### src/rtl/bsg_mcl_host_pkg.sv
// Shared definitions for the host MCL request gate.
//   - mcl_op_e    : request opcodes carried in the top byte of every MCL packet
//   - McOpWidth   : width of the opcode field
//   - buf_state_e : occupancy state of a one-entry pipe register
package bsg_mcl_host_pkg;

  localparam int unsigned McOpWidth = 8;

  typedef enum logic [McOpWidth-1:0] {
    e_mcl_op_store = 8'h00,
    e_mcl_op_load  = 8'h01
  } mcl_op_e;

  typedef enum logic [0:0] {
    StEmpty,
    StFull
  } buf_state_e;

endpackage

### src/rtl/mcl_pipe_reg.sv
// One-entry valid/ready pipe register.
// Accepts a new entry when empty, or when full and the current entry leaves in the
// same cycle, so back-to-back traffic flows at one item per cycle with one cycle of
// latency. The held data is stable while v_o is high and r_i is low.
//
// Ports:
//   clk_i, reset_i : clock, asynchronous active-high reset (register empties)
//   v_i, data_i    : upstream valid / data
//   r_o            : upstream ready (empty, or draining this cycle)
//   v_o, data_o    : downstream valid / data
//   r_i            : downstream ready
module mcl_pipe_reg
  import bsg_mcl_host_pkg::*;
#(
  parameter int unsigned width_p = 32
) (
  input  logic               clk_i,
  input  logic               reset_i,
  input  logic               v_i,
  input  logic [width_p-1:0] data_i,
  output logic               r_o,
  output logic               v_o,
  output logic [width_p-1:0] data_o,
  input  logic               r_i
);

  buf_state_e         state_q;
  logic [width_p-1:0] data_q;

  assign r_o    = (state_q == StEmpty) | r_i;
  assign v_o    = (state_q == StFull);
  assign data_o = data_q;

  always_ff @(posedge clk_i or posedge reset_i) begin
    if (reset_i) begin
      state_q <= StEmpty;
      data_q  <= '0;
    end else begin
      case (state_q)
        StEmpty: begin
          if (v_i) begin
            state_q <= StFull;
            data_q  <= data_i;
          end
        end
        StFull: begin
          if (r_i) begin
            // Simultaneous drain and fill keeps the register full.
            if (v_i) begin
              data_q <= data_i;
            end else begin
              state_q <= StEmpty;
            end
          end
        end
        default: state_q <= StEmpty;
      endcase
    end
  end

endmodule

### src/rtl/mcl_host_req_gate.sv
// Host request gate between the host MCL adapter and the manycore link endpoint.
// Requests are only admitted when an endpoint credit is available and, for loads,
// when the adapter's receive FIFO has room reserved for the reply. Illegal opcodes
// are swallowed and counted. Replies pass through a one-entry pipe register.
//
// Ports:
//   clk_i, reset_i       : clock, asynchronous active-high reset
//   host_v_i/_data_i/_r_o: request from the adapter
//   rcv_vacancy_i        : free entries in the adapter receive FIFO
//   link_v_o/_data_o/_r_i: request to the manycore endpoint
//   link_credit_i        : one-cycle pulse, one endpoint credit returned
//   resp_v_i/_data_i/_r_o: load reply from the endpoint
//   host_resp_*          : load reply to the adapter
//   idle_o               : nothing outstanding anywhere (registered, lags by one cycle)
//   drop_count_o         : saturating count of dropped illegal-opcode packets
//   err_o                : sticky protocol error (spurious credit or reply)
module mcl_host_req_gate
  import bsg_mcl_host_pkg::*;
#(
  parameter int unsigned mcl_width_p       = 128,
  parameter int unsigned max_out_credits_p = 4,
  parameter int unsigned op_msb_p          = mcl_width_p - 1,
  parameter int unsigned err_ctr_width_p   = 16
) (
  input  logic                                   clk_i,
  input  logic                                   reset_i,

  input  logic                                   host_v_i,
  input  logic [mcl_width_p-1:0]                 host_data_i,
  output logic                                   host_r_o,
  input  logic [$clog2(max_out_credits_p+1)-1:0] rcv_vacancy_i,

  output logic                                   link_v_o,
  output logic [mcl_width_p-1:0]                 link_data_o,
  input  logic                                   link_r_i,
  input  logic                                   link_credit_i,

  input  logic                                   resp_v_i,
  input  logic [mcl_width_p-1:0]                 resp_data_i,
  output logic                                   resp_r_o,

  output logic                                   host_resp_v_o,
  output logic [mcl_width_p-1:0]                 host_resp_data_o,
  input  logic                                   host_resp_r_i,

  output logic                                   idle_o,
  output logic [err_ctr_width_p-1:0]             drop_count_o,
  output logic                                   err_o
);

  localparam int unsigned CredW = $clog2(max_out_credits_p + 1);
  localparam logic [CredW-1:0] CredMax = CredW'(max_out_credits_p);

  logic [CredW-1:0]           credits_q;
  logic [CredW-1:0]           pending_q;
  logic [err_ctr_width_p-1:0] drop_q;
  logic                       err_q;
  logic                       idle_q;

  // ---------------------------------------------------------------------------
  // Request decode and admission
  // ---------------------------------------------------------------------------
  logic [McOpWidth-1:0] op;
  logic                 is_load;
  logic                 is_legal;
  logic                 req_buf_r;
  logic                 credit_ok;
  logic                 vacancy_ok;
  logic                 accept;
  logic                 legal_accept;
  logic                 load_accept;
  logic                 drop_accept;

  assign op       = host_data_i[op_msb_p -: McOpWidth];
  assign is_load  = (op == e_mcl_op_load);
  assign is_legal = (op == e_mcl_op_store) | is_load;

  // A credit returned this cycle may be spent by a request accepted this cycle.
  assign credit_ok  = (credits_q != '0) | link_credit_i;
  // Each outstanding load owns one receive-FIFO slot for its reply.
  assign vacancy_ok = ~is_load | (pending_q < rcv_vacancy_i);

  // Illegal packets are swallowed unconditionally so they never block the stream.
  always_comb begin
    host_r_o = 1'b0;
    if (!reset_i) begin
      host_r_o = ~is_legal | (req_buf_r & credit_ok & vacancy_ok);
    end
  end

  assign accept       = host_v_i & host_r_o;
  assign legal_accept = accept & is_legal;
  assign load_accept  = accept & is_load;
  assign drop_accept  = accept & ~is_legal;

  // ---------------------------------------------------------------------------
  // Request and response pipe registers
  // ---------------------------------------------------------------------------
  mcl_pipe_reg #(
    .width_p (mcl_width_p)
  ) u_req_buf (
    .clk_i   (clk_i),
    .reset_i (reset_i),
    .v_i     (legal_accept),
    .data_i  (host_data_i),
    .r_o     (req_buf_r),
    .v_o     (link_v_o),
    .data_o  (link_data_o),
    .r_i     (link_r_i)
  );

  mcl_pipe_reg #(
    .width_p (mcl_width_p)
  ) u_resp_buf (
    .clk_i   (clk_i),
    .reset_i (reset_i),
    .v_i     (resp_v_i),
    .data_i  (resp_data_i),
    .r_o     (resp_r_o),
    .v_o     (host_resp_v_o),
    .data_o  (host_resp_data_o),
    .r_i     (host_resp_r_i)
  );

  logic resp_deliver;
  assign resp_deliver = host_resp_v_o & host_resp_r_i;

  // ---------------------------------------------------------------------------
  // Credit counter: spent at accept time so the buffer never holds an
  // uncredited packet; a return with all credits home saturates and flags.
  // ---------------------------------------------------------------------------
  logic             credit_err;
  logic [CredW-1:0] credits_d;

  assign credit_err = link_credit_i & (credits_q == CredMax);

  always_comb begin
    credits_d = credits_q;
    unique case ({legal_accept, link_credit_i})
      2'b10:   credits_d = credits_q - CredW'(1);
      2'b01:   credits_d = credit_err ? credits_q : credits_q + CredW'(1);
      default: credits_d = credits_q;
    endcase
  end

  // ---------------------------------------------------------------------------
  // Pending-load counter: a reply with nothing pending is still forwarded but
  // flags an error and leaves the count at zero.
  // ---------------------------------------------------------------------------
  logic             resp_err;
  logic [CredW-1:0] pending_d;

  assign resp_err = resp_deliver & (pending_q == '0);

  always_comb begin
    pending_d = pending_q;
    unique case ({load_accept, resp_deliver})
      2'b10:   pending_d = pending_q + CredW'(1);
      2'b01:   pending_d = resp_err ? pending_q : pending_q - CredW'(1);
      default: pending_d = pending_q;
    endcase
  end

  // ---------------------------------------------------------------------------
  // Drop counter, sticky error and idle flag
  // ---------------------------------------------------------------------------
  logic [err_ctr_width_p-1:0] drop_d;
  logic                       idle_d;

  always_comb begin
    drop_d = drop_q;
    if (drop_accept && (drop_q != '1)) begin
      drop_d = drop_q + err_ctr_width_p'(1);
    end
  end

  assign idle_d = (credits_q == CredMax) & (pending_q == '0) & ~link_v_o & ~host_resp_v_o;

  always_ff @(posedge clk_i or posedge reset_i) begin
    if (reset_i) begin
      credits_q <= CredMax;
      pending_q <= '0;
      drop_q    <= '0;
      err_q     <= 1'b0;
      idle_q    <= 1'b1;
    end else begin
      credits_q <= credits_d;
      pending_q <= pending_d;
      drop_q    <= drop_d;
      err_q     <= err_q | credit_err | resp_err;
      idle_q    <= idle_d;
    end
  end

  assign drop_count_o = drop_q;
  assign err_o        = err_q;
  assign idle_o       = idle_q;

endmodule

### config.mk
export PLATFORM = sky130hd
export DESIGN_NAME = mcl_host_req_gate
export DESIGN_NICKNAME = d
export VERILOG_FILES = /design/src/rtl/bsg_mcl_host_pkg.sv /design/src/rtl/mcl_pipe_reg.sv /design/src/rtl/mcl_host_req_gate.sv
export SDC_FILE = /design/constraint.sdc
export NUM_CORES = 1
export LEC_CHECK = 0
export ABC_AREA = 1
export CAP_MARGIN = 20
export CORE_AREA = 2 2 213 215
export DETAILED_ROUTE_END_ITERATION = 6
export DIE_AREA = 0 0 215 217
export DONT_BUFFER_PORTS = 1
export GPL_ROUTABILITY_DRIVEN = 0
export GPL_TIMING_DRIVEN = 0
export HOLD_SLACK_MARGIN = 0.08
export PLACE_DENSITY = 0.46
export SLEW_MARGIN = 20
export SYNTH_ARGS = -nofsm -noshare
export SYNTH_HDL_FRONTEND = slang
export SYNTH_HIERARCHICAL = 1
export SYNTH_SLANG_ARGS = --single-unit
### constraint.sdc
create_clock -name clk_i -period 5.2 [get_ports clk_i]
set_input_delay 1.3 -clock clk_i [delete_from_list [all_inputs] [get_ports clk_i]]
set_output_delay 1.3 -clock clk_i [all_outputs]
set_load 0.01 [all_outputs]
---- Word-level counts from Yosys, hierarchy flattened ----
Index checks and enable logic that the tools add are counted.
storage, ports and cells
  bits in registers ....................... 282
  bits of input ports ..................... 266
  output and inout port bits .............. 278
  logic and storage cells ................. 75
operators by class
  add/subtract/negate cells ............... 5
  magnitude comparators ................... 1
  eq/ne operators ......................... 11
  mux-type cells .......................... 17
  bitwise gates (word level) .............. 24
  reductions and logical operators ........ 8
operators by type and width
  operator                 number
  $mux W128                4
  $pmux W128 S2            2
  $add A16 B1 Y16 const B  1
  $ne A16 B16 Y1 const B   1
  $and A1 B1 Y1            12
  $pmux W3 S2              2
  $eq A8 B1 Y1 const B     1
  $logic_not A8 Y1         1
  $ne A2 B2 Y1 const B     4
  $or A1 B1 Y1             8
  $add A3 B1 Y3 const B    2
  $mux W3                  2
  $sub A3 B1 Y3 const B    2
  $mux W1                  5
  $eq A2 B1 Y1 const B     2
  $eq A2 B2 Y1 const B     2
  $not A1 Y1               4
  $pmux W1 S2              2
  $reduce_and A2 Y1        2
  $reduce_bool A2 Y1       2
  $eq A3 B3 Y1 const B     1
  $logic_not A3 Y1         1
  $lt A3 B3 Y1             1
  $reduce_bool A3 Y1       1
  $logic_and A1 B1 Y1      1

---- Logic depth before layout (Yosys ltp) ----
  word-level depth ........................ 11
  gate-level depth with buffers ........... 18
  gate-level depth less buffers ........... 18

---- Modules after synthesis ----
The synthesis kept the hierarchy.
modules (own cells, without submodules)
  module             instances  cells each  area an instance (um^2)  seq. area each (um^2)
  mcl_pipe_reg       2          561         5081.1                   3228.1
  mcl_host_req_gate  1          183         1483.9                   603.1

---- Worst setup path before layout ----
No wires, ideal clock.
  path kind ............................... input-to-output
  from .................................... input port rcv_vacancy_i[2]
  to ...................................... output port host_r_o
  arrival time ............................ 2.175 ns
  required time ........................... 3.900 ns
  slack ................................... 1.725 ns
  cell stages on the path ................. 7
  cell sequence ........................... inv_1 -> ha_1 -> a21oi_1 -> nand2_1 -> nand2_1 -> nand2_1 -> a21oi_1
between the ends
  word-level cells in the longest chain between the ends .. 5
RTL lines
  element             line                     text
  start: declaration  mcl_host_req_gate.sv:31  input logic [$clog2(max_out_credits_p+1)-1:0] rcv_vacancy_i,
  $lt A3 B3 Y1        mcl_host_req_gate.sv:81  assign vacancy_ok = ~is_load | (pending_q < rcv_vacancy_i);
  $or A1 B1 Y1        mcl_host_req_gate.sv:81
  $and A1 B1 Y1       mcl_host_req_gate.sv:87  host_r_o = ~is_legal | (req_buf_r & credit_ok & vacancy_ok);
  $or A1 B1 Y1        mcl_host_req_gate.sv:87
  $mux W1             mcl_host_req_gate.sv:86  if (!reset_i) begin
  end: declaration    mcl_host_req_gate.sv:30  output logic host_r_o,
No other way between the ends.

---- Worst setup path after layout ----
  from .................................... input port link_r_i
  to ...................................... output port host_r_o
between the ends
  word-level cells in the longest chain between the ends .. 5
RTL lines
  element                      line                     text
  start: declaration           mcl_host_req_gate.sv:35  input logic link_r_i,
  $or A1 B1 Y1                 mcl_pipe_reg.sv:30       assign r_o = (state_q == StEmpty) | r_i;
  named net req_buf_r          mcl_host_req_gate.sv:66  logic req_buf_r;
  $and A1 B1 Y1 (2 in series)  mcl_host_req_gate.sv:87
  $or A1 B1 Y1                 mcl_host_req_gate.sv:87
  $mux W1                      mcl_host_req_gate.sv:86
The timed path passes the listed nets, and every way through them passes these cells.

==> qor.yml <==
synthesis:
  seq_area_frac_synth_pct: 60.6
  netlist_area_sq_um: 11600
  synth_nets: 1576
  ys_seq_elements: 282
  yosys_warnings: 6
  synth_cell_type_count: 31
  syn_inst: 1305
  synth_area_per_cell_sq_um: 8.92
power_and_ir_drop:
  power.total_mw: 5.75
  power_density_nw_per_um2: 423
  ir_worst_vdd_mv: 0.221
  cellLeakagePower_nw: 7.20
  clkPwrFrac_pct: 41.9
  swShare_pct: 28.6
  internal_power_mw: 4.11
  power_frac_seq_pct: 48.8
  switchingPower_mw: 1.64
  power_frac_comb_pct: 9.3
detailed_routing:
  routed-wl-met3_um: 4480
  top_layer: "met4"
  num_vias: 9121
  drc_errors: 0
  drt_iter0_drc: 558
  detail_route.wl_per_cell_um: 20.8
  avgViaCountPerCell: 4.63
  finalWirelength_um: 40900
  wl_met2_um: 20300
  drtPass1Iterations: 4
  antenna_left: 0
  wl_met1_um: 15000
clocking:
  cts_setup_buffers: 0
  clockRootBuffer: "clkbuf_16"
  cts_buffer_depth: 3
  postCtsHoldBufs: 0
  cts_buffers: 34
  htreeDepth: 2
  clk_pin_slew_ns: 0.06
  cts_tree: "done"
  insertion_delay_ns: 0.52
  clock-sinks: 282
  cts-resized-gates: 0
sta:
  rsz0062_at_grt: "false"
  hold_viol: 0
  fin_skew_ns: 0.0135
  setup_viol: 0
  max-slew-margin-rel_pct: 54.9
  maxSlewViolCount: 0
  post-route-period-util_pct: 72.7
  fin_ws_ns: 1.42
  fmax_mhz: 265
  tightest_slew_ns: 0.677
  finalSetupTns_ns: 0
  min_period_ns: 3.78
grt:
  antenna_found_initial: 3
  track_usage_pct: 17.1
  grt_pass1_vias: 9365
  grt_max_degree: 99
  grt_pass1_wl_um: 60900
  overflow: 0
floorplanning:
  die_x_um: 215
  die-area_sq_um: 46700
  ios: 544
  initial_core_util_pct: 26.1
  num_rows: 78
  fp.dieH_um: 217
  core_area_sq_um: 44700
setup_path:
  path_cells: "inv_2, nand2_2, buf_2, a21boi_0, nand2_1, a21oi_1"
  worstPathRequired_ns: 3.90
  start_kind: "primary input"
  cp.arrival_ns: 2.48
  critPathLaunch: "link_r_i"
  critical_path.endpoint_type: "output port"
  crit_buf_inv: 2
  critPathMaxStageDelay_ns: 0.38
  crit_type: "primary input to output port"
  crit_fanout: 10
  worst_path_max_delay_cell: "a21oi_1"
  critPathTopFamily: "compound AO/OA/AOI/OAI gates"
  timing.rr.start: "u_req_buf/v_o$_DFF_PP0_"
min_path:
  min_path_type: "flop to flop"
  hold_path_startpoint: "credits_q[2]$_DFFE_PP1P_"
cells_and_area:
  multi_input_area_sq_um: 3970
  fin_util_pct: 30.4
  area_growth_pct: 16.8
  nets: 1614
  drive_gt1_share_pct: 11.3
  regArea_sq_um: 7060
  fillers: 4766
run_status:
  status: "completed"
job:
  drv_cap: 0
placed_design:
  portBuffers: 0
  dp_hpwl_um: 31400
  pre_cts_ws_ns: 1.36
## layout by cell type (no fill, tap or decap), types with 2 or more instances in the layout
cell type / netlist / routed
clkbuf_16: 0 / 35
nand2_1: 557 / 557
o21ai_0: 5 / 5
buf_4: 6 / 6
nand3b_1: 2 / 2
inv_2: 3 / 4
nor2_2: 3 / 3
nand3_1: 266 / 266
buf_2: 68 / 68
clkbuf_1: 6 / 13
inv_1: 37 / 34
buf_16: 0 / 2
inv_8: 0 / 2
ha_1: 3 / 3
xor2_1: 15 / 15
bufinv_16: 0 / 2
buf_6: 5 / 5
clkinv_2: 0 / 3
nor4_1: 4 / 4
nand2_2: 5 / 5
fa_1: 2 / 2
nor2_1: 12 / 12
diode_2: 0 / 3
nor3_1: 6 / 6
a21oi_1: 2 / 2
dfrtp_1: 280 / 280
dfstp_2: 2 / 2
clkbuf_8: 0 / 10
nand4_1: 7 / 7
## per-layer routing
layer,track usage [%],vias up
li1,-,4250
met2,29.8,429
met4,6.18,0
met5,0,-
met3,7.37,53
met1,18.7,4389
## final timing paths
check,slack [ns],cells past startpoint,end
min reg2reg,0.48,2,credits_q[2]$_DFFE_PP1P_
max reg2reg,2.39,11,u_req_buf/data_o[64]$_DFFE_PP0P_
min in group asynchronous,0.58,1,u_req_buf/data_o[118]$_DFFE_PP0P_
max in group asynchronous,3.82,2,u_resp_buf/data_o[115]$_DFFE_PP0P_
min,0.48,2,credits_q[2]$_DFFE_PP1P_
max,1.42,6,host_r_o
## through the flow
step | area (sq um) | std cells | hold WS [ns]
2_1_floorplan | 11600 | 1305 | 0.454
3_3_place_gp | 12400 | 1905 | 0.473
3_5_place_dp | 12500 | 1907 | 0.472
4_1_cts | 13600 | 1966 | 0.479
5_1_grt | 13600 | 1969 | 0.508
6_report | 13600 | 1969 | 0.479
## worst min-delay path: stages, from the launching register on
cell and delay, ns:
dfstp_2 0.38, nand2_1 0.06, nand2_1 0.04
## synth_stat cells
master / instances / area share [%]
nand2_1: 557 / 18
dfrtp_1: 280 / 60
nand3_1: 266 / 11
buf_2: 68 / 2.9
inv_1: 37 / 1.2
xor2_1: 15 / 1.1
nor2_1: 12 / 0.39
nand4_1: 7 / 0.38
buf_4: 6 / 0.39
clkbuf_1: 6 / 0.19
nor3_1: 6 / 0.26
buf_6: 5 / 0.48
nand2_2: 5 / 0.27
o21ai_0: 5 / 0.21
nor4_1: 4 / 0.21
ha_1: 3 / 0.32
inv_2: 3 / 0.097
nor2_2: 3 / 0.16
a21oi_1: 2 / 0.086
dfstp_2: 2 / 0.45
fa_1: 2 / 0.34
nand3b_1: 2 / 0.13
a21boi_0: 1 / 0.064
nand2_4: 1 / 0.097
nand3_2: 1 / 0.086
nand4_2: 1 / 0.11
nor3_2: 1 / 0.086
nor3_4: 1 / 0.14
nor3b_2: 1 / 0.11
o221ai_1: 1 / 0.075
xnor2_1: 1 / 0.075
## flip-flops by register name, summed over array words and instances, names as in the netlist
register,flops
pending_q,3
u_req_buf/v_o,1
err_o,1
idle_o,1
u_resp_buf/v_o,1
credits_q,3
u_resp_buf/data_o,128
drop_count_o,16
u_req_buf/data_o,128
## power groups by stage
stage	Clock, mW	Sequential (mW)	Combinational [mW]
2_1_floorplan	0	2.74	0.423
3_3_place_gp	0	2.85	0.518
3_5_place_dp	0	2.84	0.547
4_1_cts	2.49	2.81	0.545
5_1_grt	2.59	2.84	0.635
6_report	2.41	2.81	0.535
## final cells by class
| type | count | share of cell area, % |
|---|---|---|
| flip-flops and latches | 282 | 51.9 |
| multi-input cells | 898 | 29.2 |
| clock buffers | 52 | 7.64 |
| well taps | 600 | 5.52 |
| plain buffers | 85 | 3.41 |
| inverters | 40 | 1.21 |
| clock inverters | 7 | 0.680 |
| repair buffers | 2 | 0.405 |
| diodes | 3 | 0.0552 |
## kinds of logic after synthesis
| kind of cell | count (synthesis) | share of synthesized area, % |
|---|---|---|
| adder cells (fa/ha/maj) | 5 | 0.666 |
| buffers and inverters | 125 | 5.27 |
| AO/OA/AOI/OAI | 9 | 0.440 |
| XOR/XNOR | 16 | 1.20 |
| flip-flops | 282 | 60.6 |
| AND/OR/NAND/NOR | 868 | 31.8 |
No activity file was read; power rests on OpenSTA's default activity.
